File: config.mk
export PLATFORM = sky130hd
export DESIGN_NAME = dmem_arbiter_flat
export DESIGN_NICKNAME = d
export VERILOG_FILES = /design/src/rtl/dmem_arb_pkg.sv /design/src/rtl/dmem_arbiter_if.sv /design/src/rtl/dmem_arb_prio.sv /design/src/rtl/dmem_arbiter.sv /design/src/flat_wrapper.sv
export SDC_FILE = /design/constraint.sdc
export NUM_CORES = 1
export LEC_CHECK = 0
export ABC_AREA = 1
export BUFFER_PORTS_ARGS = -buffer_cell sky130_fd_sc_hd__buf_2
export CAP_MARGIN = 20
export CORE_AREA = 4 4 87 89
export DETAILED_ROUTE_END_ITERATION = 10
export DIE_AREA = 0 0 91 93
export GPL_ROUTABILITY_DRIVEN = 0
export PLACE_DENSITY = 0.76
export RECOVER_POWER = 25
export SLEW_MARGIN = 0
export SYNTH_ARGS = -nofsm -noshare
export SYNTH_HDL_FRONTEND = slang
export SYNTH_SLANG_ARGS = --single-unit
export TNS_END_PERCENT = 20
File: constraint.sdc
create_clock -name clk -period 1.6 [get_ports clk]
set_input_delay 0.08 -clock clk [delete_from_list [all_inputs] [get_ports clk]]
set_output_delay 0.08 -clock clk [all_outputs]
set_load 0.01 [all_outputs]
File: src/rtl/dmem_arb_pkg.sv
// Shared types for the data-memory arbiter: read-return owner encoding and
// the width of the starvation counter.
package dmem_arb_pkg;

  typedef enum logic [1:0] {
    OWN_NONE = 2'd0,
    OWN_CORE = 2'd1,
    OWN_EXT  = 2'd2
  } owner_t;

  localparam int STARVE_W = 4;

endpackage

File: src/rtl/dmem_arbiter_if.sv
// Bus bundle between the two requesters, the arbiter and the data memory.
// The slave modport is the arbiter's view; master is the requester/memory side.
interface dmem_arbiter_if #(
  parameter int DATA_W = 32,
  parameter int ADDR_W = 9
);

  logic              core_req;
  logic              core_wr;
  logic [ADDR_W-1:0] core_addr;
  logic [DATA_W-1:0] core_wdata;
  logic              core_stall;
  logic              core_rvalid;
  logic [DATA_W-1:0] core_rdata;

  logic              ext_req;
  logic              ext_wr;
  logic [ADDR_W-1:0] ext_addr;
  logic [DATA_W-1:0] ext_wdata;
  logic              ext_gnt;
  logic              ext_rvalid;
  logic [DATA_W-1:0] ext_rdata;

  logic              mem_wr;
  logic              mem_rd;
  logic [ADDR_W-1:0] mem_addr;
  logic [DATA_W-1:0] mem_wdata;
  logic [DATA_W-1:0] mem_rdata;

  modport slave (
    input  core_req, core_wr, core_addr, core_wdata,
    output core_stall, core_rvalid, core_rdata,
    input  ext_req, ext_wr, ext_addr, ext_wdata,
    output ext_gnt, ext_rvalid, ext_rdata,
    output mem_wr, mem_rd, mem_addr, mem_wdata,
    input  mem_rdata
  );

  modport master (
    output core_req, core_wr, core_addr, core_wdata,
    input  core_stall, core_rvalid, core_rdata,
    output ext_req, ext_wr, ext_addr, ext_wdata,
    input  ext_gnt, ext_rvalid, ext_rdata,
    input  mem_wr, mem_rd, mem_addr, mem_wdata,
    output mem_rdata
  );

endinterface

File: src/rtl/dmem_arb_prio.sv
// Grant decision for the two requesters: core wins by default, but the
// external port is forced a slot after MAX_BURST consecutive contested losses.
module dmem_arb_prio
  import dmem_arb_pkg::*;
#(
  parameter int MAX_BURST = 4
) (
  input  logic clk,
  input  logic reset,
  input  logic core_req,
  input  logic ext_req,
  output logic core_grant,
  output logic ext_grant
);

  localparam logic [STARVE_W-1:0] BURST_LIMIT = STARVE_W'(MAX_BURST);

  logic [STARVE_W-1:0] starve_cnt;
  logic                starved;

  assign starved = (starve_cnt == BURST_LIMIT);

  // Reset masks both grants so nothing reaches the memory while it is held.
  always_comb begin
    ext_grant  = 1'b0;
    core_grant = 1'b0;
    if (reset) begin
      ext_grant  = ext_req & (~core_req | starved);
      core_grant = core_req & ~ext_grant;
    end
  end

  always_ff @(posedge clk or negedge reset) begin
    if (!reset) begin
      starve_cnt <= '0;
    end else if (!ext_req || ext_grant) begin
      starve_cnt <= '0;
    end else if (core_grant && !starved) begin
      starve_cnt <= starve_cnt + 1'b1;
    end
  end

endmodule

File: src/rtl/dmem_arbiter.sv
// Two-requester arbiter in front of the single-port data memory: issues one
// access per cycle and routes the one-cycle-latency read data to its issuer.
module dmem_arbiter
  import dmem_arb_pkg::*;
#(
  parameter int MAX_BURST = 4
) (
  input  logic            clk,
  input  logic            reset,
  dmem_arbiter_if.slave   bus
);

  logic   core_grant;
  logic   ext_grant;
  owner_t rd_owner;
  owner_t rd_owner_next;

  dmem_arb_prio #(
    .MAX_BURST (MAX_BURST)
  ) u_prio (
    .clk        (clk),
    .reset      (reset),
    .core_req   (bus.core_req),
    .ext_req    (bus.ext_req),
    .core_grant (core_grant),
    .ext_grant  (ext_grant)
  );

  always_ff @(posedge clk or negedge reset) begin
    if (!reset) begin
      rd_owner <= OWN_NONE;
    end else begin
      rd_owner <= rd_owner_next;
    end
  end

  // Issue mux; the next read owner is whoever issued a read this cycle.
  always_comb begin
    bus.mem_wr     = 1'b0;
    bus.mem_rd     = 1'b0;
    bus.mem_addr   = '0;
    bus.mem_wdata  = '0;
    rd_owner_next  = OWN_NONE;
    if (core_grant) begin
      bus.mem_wr    = bus.core_wr;
      bus.mem_rd    = ~bus.core_wr;
      bus.mem_addr  = bus.core_addr;
      bus.mem_wdata = bus.core_wdata;
      if (!bus.core_wr) rd_owner_next = OWN_CORE;
    end else if (ext_grant) begin
      bus.mem_wr    = bus.ext_wr;
      bus.mem_rd    = ~bus.ext_wr;
      bus.mem_addr  = bus.ext_addr;
      bus.mem_wdata = bus.ext_wdata;
      if (!bus.ext_wr) rd_owner_next = OWN_EXT;
    end
  end

  always_comb begin
    bus.core_stall  = bus.core_req & ~core_grant & reset;
    bus.ext_gnt     = ext_grant;
    bus.core_rvalid = (rd_owner == OWN_CORE);
    bus.ext_rvalid  = (rd_owner == OWN_EXT);
    bus.core_rdata  = (rd_owner == OWN_CORE) ? bus.mem_rdata : '0;
    bus.ext_rdata   = (rd_owner == OWN_EXT)  ? bus.mem_rdata : '0;
  end

endmodule

File: src/flat_wrapper.sv
// flat-port wrapper written by rule: the top's interface ports become plain ports
module dmem_arbiter_flat import dmem_arb_pkg::*;
#(
  parameter int MAX_BURST = 4
)
  (clk, reset, bus_core_req, bus_core_wr, bus_core_addr, bus_core_wdata, bus_core_stall, bus_core_rvalid, bus_core_rdata, bus_ext_req, bus_ext_wr, bus_ext_addr, bus_ext_wdata, bus_ext_gnt, bus_ext_rvalid, bus_ext_rdata, bus_mem_wr, bus_mem_rd, bus_mem_addr, bus_mem_wdata, bus_mem_rdata);
  dmem_arbiter_if bus_i ();
  input  logic clk;
  input  logic reset;
  input wire logic [$bits(bus_i.core_req)-1:0] bus_core_req;
  input wire logic [$bits(bus_i.core_wr)-1:0] bus_core_wr;
  input wire logic [$bits(bus_i.core_addr)-1:0] bus_core_addr;
  input wire logic [$bits(bus_i.core_wdata)-1:0] bus_core_wdata;
  output wire logic [$bits(bus_i.core_stall)-1:0] bus_core_stall;
  output wire logic [$bits(bus_i.core_rvalid)-1:0] bus_core_rvalid;
  output wire logic [$bits(bus_i.core_rdata)-1:0] bus_core_rdata;
  input wire logic [$bits(bus_i.ext_req)-1:0] bus_ext_req;
  input wire logic [$bits(bus_i.ext_wr)-1:0] bus_ext_wr;
  input wire logic [$bits(bus_i.ext_addr)-1:0] bus_ext_addr;
  input wire logic [$bits(bus_i.ext_wdata)-1:0] bus_ext_wdata;
  output wire logic [$bits(bus_i.ext_gnt)-1:0] bus_ext_gnt;
  output wire logic [$bits(bus_i.ext_rvalid)-1:0] bus_ext_rvalid;
  output wire logic [$bits(bus_i.ext_rdata)-1:0] bus_ext_rdata;
  output wire logic [$bits(bus_i.mem_wr)-1:0] bus_mem_wr;
  output wire logic [$bits(bus_i.mem_rd)-1:0] bus_mem_rd;
  output wire logic [$bits(bus_i.mem_addr)-1:0] bus_mem_addr;
  output wire logic [$bits(bus_i.mem_wdata)-1:0] bus_mem_wdata;
  input wire logic [$bits(bus_i.mem_rdata)-1:0] bus_mem_rdata;
  assign bus_i.core_req = bus_core_req;
  assign bus_i.core_wr = bus_core_wr;
  assign bus_i.core_addr = bus_core_addr;
  assign bus_i.core_wdata = bus_core_wdata;
  assign bus_core_stall = bus_i.core_stall;
  assign bus_core_rvalid = bus_i.core_rvalid;
  assign bus_core_rdata = bus_i.core_rdata;
  assign bus_i.ext_req = bus_ext_req;
  assign bus_i.ext_wr = bus_ext_wr;
  assign bus_i.ext_addr = bus_ext_addr;
  assign bus_i.ext_wdata = bus_ext_wdata;
  assign bus_ext_gnt = bus_i.ext_gnt;
  assign bus_ext_rvalid = bus_i.ext_rvalid;
  assign bus_ext_rdata = bus_i.ext_rdata;
  assign bus_mem_wr = bus_i.mem_wr;
  assign bus_mem_rd = bus_i.mem_rd;
  assign bus_mem_addr = bus_i.mem_addr;
  assign bus_mem_wdata = bus_i.mem_wdata;
  assign bus_i.mem_rdata = bus_mem_rdata;
  dmem_arbiter #(.MAX_BURST(MAX_BURST)) u_core (.clk(clk), .reset(reset), .bus(bus_i));
endmodule
**After elaboration in Yosys (flattened, before gate mapping)**

Cells that the tools add are included.
W data, S select, Z words.

- Mux-type cells: 18
- Reduce and logical (&&, ||, !) cells: 5
- Eq/ne operators: 3
- Bitwise operators: 10
- Add/sub/neg operators: 1

Operator list:

| kind | count |
|---|---|
| $mux W32 | 4 |
| $mux W9 | 2 |
| $mux W4 | 2 |
| $mux W1 | 7 |
| $mux W2 | 3 |
| $not A1 Y1 | 5 |
| $add A4 B1 Y4 const B | 1 |
| $and A1 B1 Y1 | 4 |
| $eq A4 B3 Y1 const B | 1 |
| $eq A2 B1 Y1 const B | 1 |
| $eq A2 B2 Y1 const B | 1 |
| $logic_not A1 Y1 | 2 |
| $reduce_bool A2 Y1 | 1 |
| $logic_and A1 B1 Y1 | 1 |
| $logic_or A1 B1 Y1 | 1 |
| $or A1 B1 Y1 | 1 |

- Bits in registers: 6
- Input bits: 120
- Output and inout port bits: 111

**Logic depth before layout (Yosys ltp)**

- Depth in word-level cells: 9
- Gate-level depth with buffers: 8
- Depth with buffers taken out: 8

**Cells and area by module**

A second synthesis with hierarchy kept.

- Cell total of the unflattened synthesis: 300
- Area, all modules: 1756.7 um^2

Modules (own cells, without submodules):

| module | sequential area each (um^2) | times used | area an instance (um^2) | cells each |
|---|---|---|---|---|
| dmem_arbiter | 50.0 | 1 | 1466.4 | 260 |
| dmem_arb_prio | 100.1 | 1 | 290.3 | 40 |

**Least setup slack after synthesis**

Ideal clock, no wire load.

- Path type: register to output
- From: register u_core.u_prio.starve_cnt[0]
- To: output port bus_mem_wdata[10]
- Stages on the path, launching flop included: 9
- Slack: 251 ps
- Data arrival time: 1269 ps
- Cells stage by stage: dfrtp_1 -> inv_1 -> ha_1 -> nand3_4 -> nand2_4 -> buf_6 -> buf_6 -> nand4_1 -> nand2_1

- Word-level cells in the longest chain between the ends: 7

Ends and longest elaborated chain:

| item | RTL line | source |
|---|---|---|
| from (decl) | dmem_arb_prio.sv:18 | `logic [STARVE_W-1:0] starve_cnt;` |
| from (signal assigned) | dmem_arb_prio.sv:39 | `starve_cnt <= starve_cnt + 1'b1;` |
| $eq A4 B3 Y1 * | dmem_arb_prio.sv:21 | `assign starved = (starve_cnt == BURST_LIMIT);` |
| $or A1 B1 Y1 * | dmem_arb_prio.sv:28 | `ext_grant = ext_req & (~core_req \| starved);` |
| $and A1 B1 Y1 * | dmem_arb_prio.sv:28 |  |
| $not A1 Y1 | dmem_arb_prio.sv:29 | `core_grant = core_req & ~ext_grant;` |
| $and A1 B1 Y1 | dmem_arb_prio.sv:29 |  |
| $mux W1 | dmem_arb_prio.sv:27 | `if (reset) begin` |
| $mux W32 * | dmem_arbiter.sv:44 | `if (core_grant) begin` |
| to (decl) | flat_wrapper.sv:27 | `output wire logic [$bits(bus_i.mem_wdata)-1:0] bus_mem_wdata;` |

Every way passes the cells marked *; elsewhere a longest branch is shown, timed or not.

**Worst setup path in the final report**

- From: register u_core.u_prio.starve_cnt[0]
- To: output port bus_mem_rd

- Word-level cells in the longest chain between the ends: 7

Ends and longest elaborated chain:

| item | RTL line | source |
|---|---|---|
| $eq A4 B3 Y1 * | dmem_arb_prio.sv:21 |  |
| $or A1 B1 Y1 * | dmem_arb_prio.sv:28 |  |
| $and A1 B1 Y1 * | dmem_arb_prio.sv:28 |  |
| $not A1 Y1 | dmem_arb_prio.sv:29 |  |
| $and A1 B1 Y1 | dmem_arb_prio.sv:29 |  |
| $mux W1 | dmem_arb_prio.sv:27 |  |
| $mux W1 * | dmem_arbiter.sv:44 |  |
| to (decl) | flat_wrapper.sv:25 | `output wire logic [$bits(bus_i.mem_rd)-1:0] bus_mem_rd;` |

Marks and branches as above.

==> metrics.yaml <==
crit_type: "reg -> out"
tightest_slew_ns: 0.611
multi_input_area_um2: 1090
critPathSlowestCell: "dfrtp_1"
grt_pass1_wl_um: 12600
globalRouteMet2Util: 0.358
vias: 2958
num_io_pins: 231
cp_cell_sequence: "inv_2, ha_4, nand3_4, nand2_4, buf_12, buf_12, nand4_1, nand2_1, buf_2"
max-cap-violations: 0
synth_area_um2: 1620
seqCellArea_um2: 150
coreArea_um2: 6760
skew_ns: 0.00172
rsz0062_at_grt: "true"
rows: 30
synthMuxAreaShare: 0
root_buffer: "clkbuf_8"
cts_tree: "done"
finalNetCount: 665
finalCritPeriodShare: 1.07
synthXorXnorAreaFrac: 0
syn_area_per_cell_um2: 5.16
grt_max_degree: 48
synth.distinct_cells: 18
grt_util_met1: 0.186
dp_hpwl_um: 6300
status: "finished with violations"
grt.total_usage: 0.179
hold_path.class: "in -> reg"
relSlewSlack: 0.593
drc: 0
die_w_um: 91
period_minus_slack_ns: 1.72
cpMostUsedCell: "buf_12"
yosys_warnings: 0
fmax_mhz: 583
design.die.area_um2: 8460
die_h_um: 93
grt-ovfl-total: 0
start_kind: "flip-flop"
antenna_found_initial: 0
pwr_density_cell_nw_per_um2: 334
routed_via_density: 4.76
start_util: 0.240
cp-end-kind: "output port"
critPathArrivalTime_ns: 1.64
crit_required_ns: 1.52
ys_seq_elements: 6
worst-path-max-fanout: 6
area_growth_pct: 90.8
syn_nets: 436
fill_cells: 686
maxSlewViolCount: 0
synth_top_family_by_area: "simple AND/OR/NAND/NOR gates"
cts_buffers: 3
violations: "negative setup slack"
yosys.area_share.simple: 0.640
synthAdderAreaFrac: 0.0155
setup_ws_ns: -0.116
synth_top_area_frac: 0.166
power_uw: 1030
htreeDepth: 1
tns_ns: -5.98
ir_drop_v: 0.000138
total_leakage_power_uw: 0.00219
detail_route.iter0.violations: 72
cp_slowest_stage_delay_ns: 0.38
wirelength_um: 8720
gr-usage-met3: 0.0354
dr.pass1.iters: 4
cts.path.max_buffers: 2
drive_gt1_frac: 0.486
wl_per_cell_um: 14.0
ys_seq_area_frac: 0.0927
clock-sinks: 6
portBuffers: 230
clock_latency_ns: 0.22
clk_pin_slew_worst_paths_ns: 0.04
synth.largest_area_cell: "nand4_1"
pre_cts_slack_ns: 0.0604
synth_area_leaders: "nand4_1 17%, nor2_1 16%, nand3_1 15%"
diodes: 0
busiest_layer: "met2"
synth_compound_area_frac: 0.00618
setup_violations: 76
synthCells: 314
grt_pass1_vias: 2706
antenna_left: 0
hold_viol: 0
## flip-flops by register name, indices dropped and copies added, names as in the netlist
| register | flops |
|---|---|
| u_core.rd_owner | 2 |
| u_core.u_prio.starve_cnt | 4 |
## logic make-up after synthesis
kind of cell    after synthesis
fa+ha+maj                     2
buf+inv                      80
compound gates                2
simple gates                224
flops                         6
## critical path: cells and delay by family, from the launching register on
kind / cells / cell delay [ns]
buffers and inverters: 4 / 0.48
DFF: 1 / 0.38
and+or+nand+nor: 4 / 0.40
adders and majority gates: 1 / 0.15
## timing repair
item	CTS	global route
endpoints found under the hold margin	6	0
gates resized for setup	15	7
pin swaps	28	21
hold buffers	1	0
endpoints found under the setup margin	77	78
setup buffers	4	3
cloned	5	2
## Yosys cell counts (all sizes together)
master / n
inv: 50
nand3b: 1
nand2: 63
a21oi: 1
dfrtp: 6
buf: 23
ha: 2
nand3: 49
clkbuf: 7
nand4: 43
nor2: 68
o21ai: 1
## report_power, final
group          total, uW  internal [uW]  leakage, uW  switching, uW
sequential           159            156    0.0000825           2.19
clock                227            162    0.0000216           65.8
combinational        647            305      0.00208            341
## final cells by class
type	instances	area share
well taps	80	0.0324
clock buffers	3	0.0134
repair buffers	253	0.489
inverters	50	0.0620
flip-flops and latches	6	0.0486
multi-input cells	228	0.352
repair inverters	1	0.00243
## placed cells by master (no fill, tap or decap), drive strengths merged
cell           n
buf          239
nor2          68
nand2         63
nand3         49
inv           49
nand4         43
clkbuf        16
dfrtp          6
clkinvlp       2
ha             2
nand3b         1
a21oi          1
o21ai          1
dlygate4sd3    1
## metrics by stage
stage,hold WS [ns],area (um2),util,instances
4_1_cts,0.175,3020,0.447,616
3_5_place_dp,0.170,2770,0.409,603
6_report,0.171,3090,0.457,621
3_3_place_gp,0.165,2770,0.409,603
5_1_grt,0.203,3090,0.457,621
2_1_floorplan,-0.216,1620,-,314
## worst paths after layout
check | start | slack, ns | cells past startpoint | to
worst max-delay path | u_core.u_prio.starve_cnt[0] | -0.12 | 9 | bus_mem_rd
worst min-delay path | bus_core_wr | 0.17 | 3 | u_core.rd_owner[0]
worst max register to register | u_core.u_prio.starve_cnt[0] | 0.12 | 9 | u_core.u_prio.starve_cnt[1]
worst min register to register | u_core.u_prio.starve_cnt[3] | 0.62 | 4 | u_core.u_prio.starve_cnt[3]
max in group asynchronous | reset | 0.61 | 3 | u_core.u_prio.starve_cnt[3]
min in group asynchronous | reset | 0.77 | 3 | u_core.u_prio.starve_cnt[2]
## per-layer routing
metal | vias to the layer above | wire length (um)
met5 | - | 0
met4 | 0 | 148
met3 | 12 | 795
met2 | 181 | 4680
met1 | 1299 | 3090
li1 | 1466 | -
Note: power is estimated with default switching activity, not from simulation.
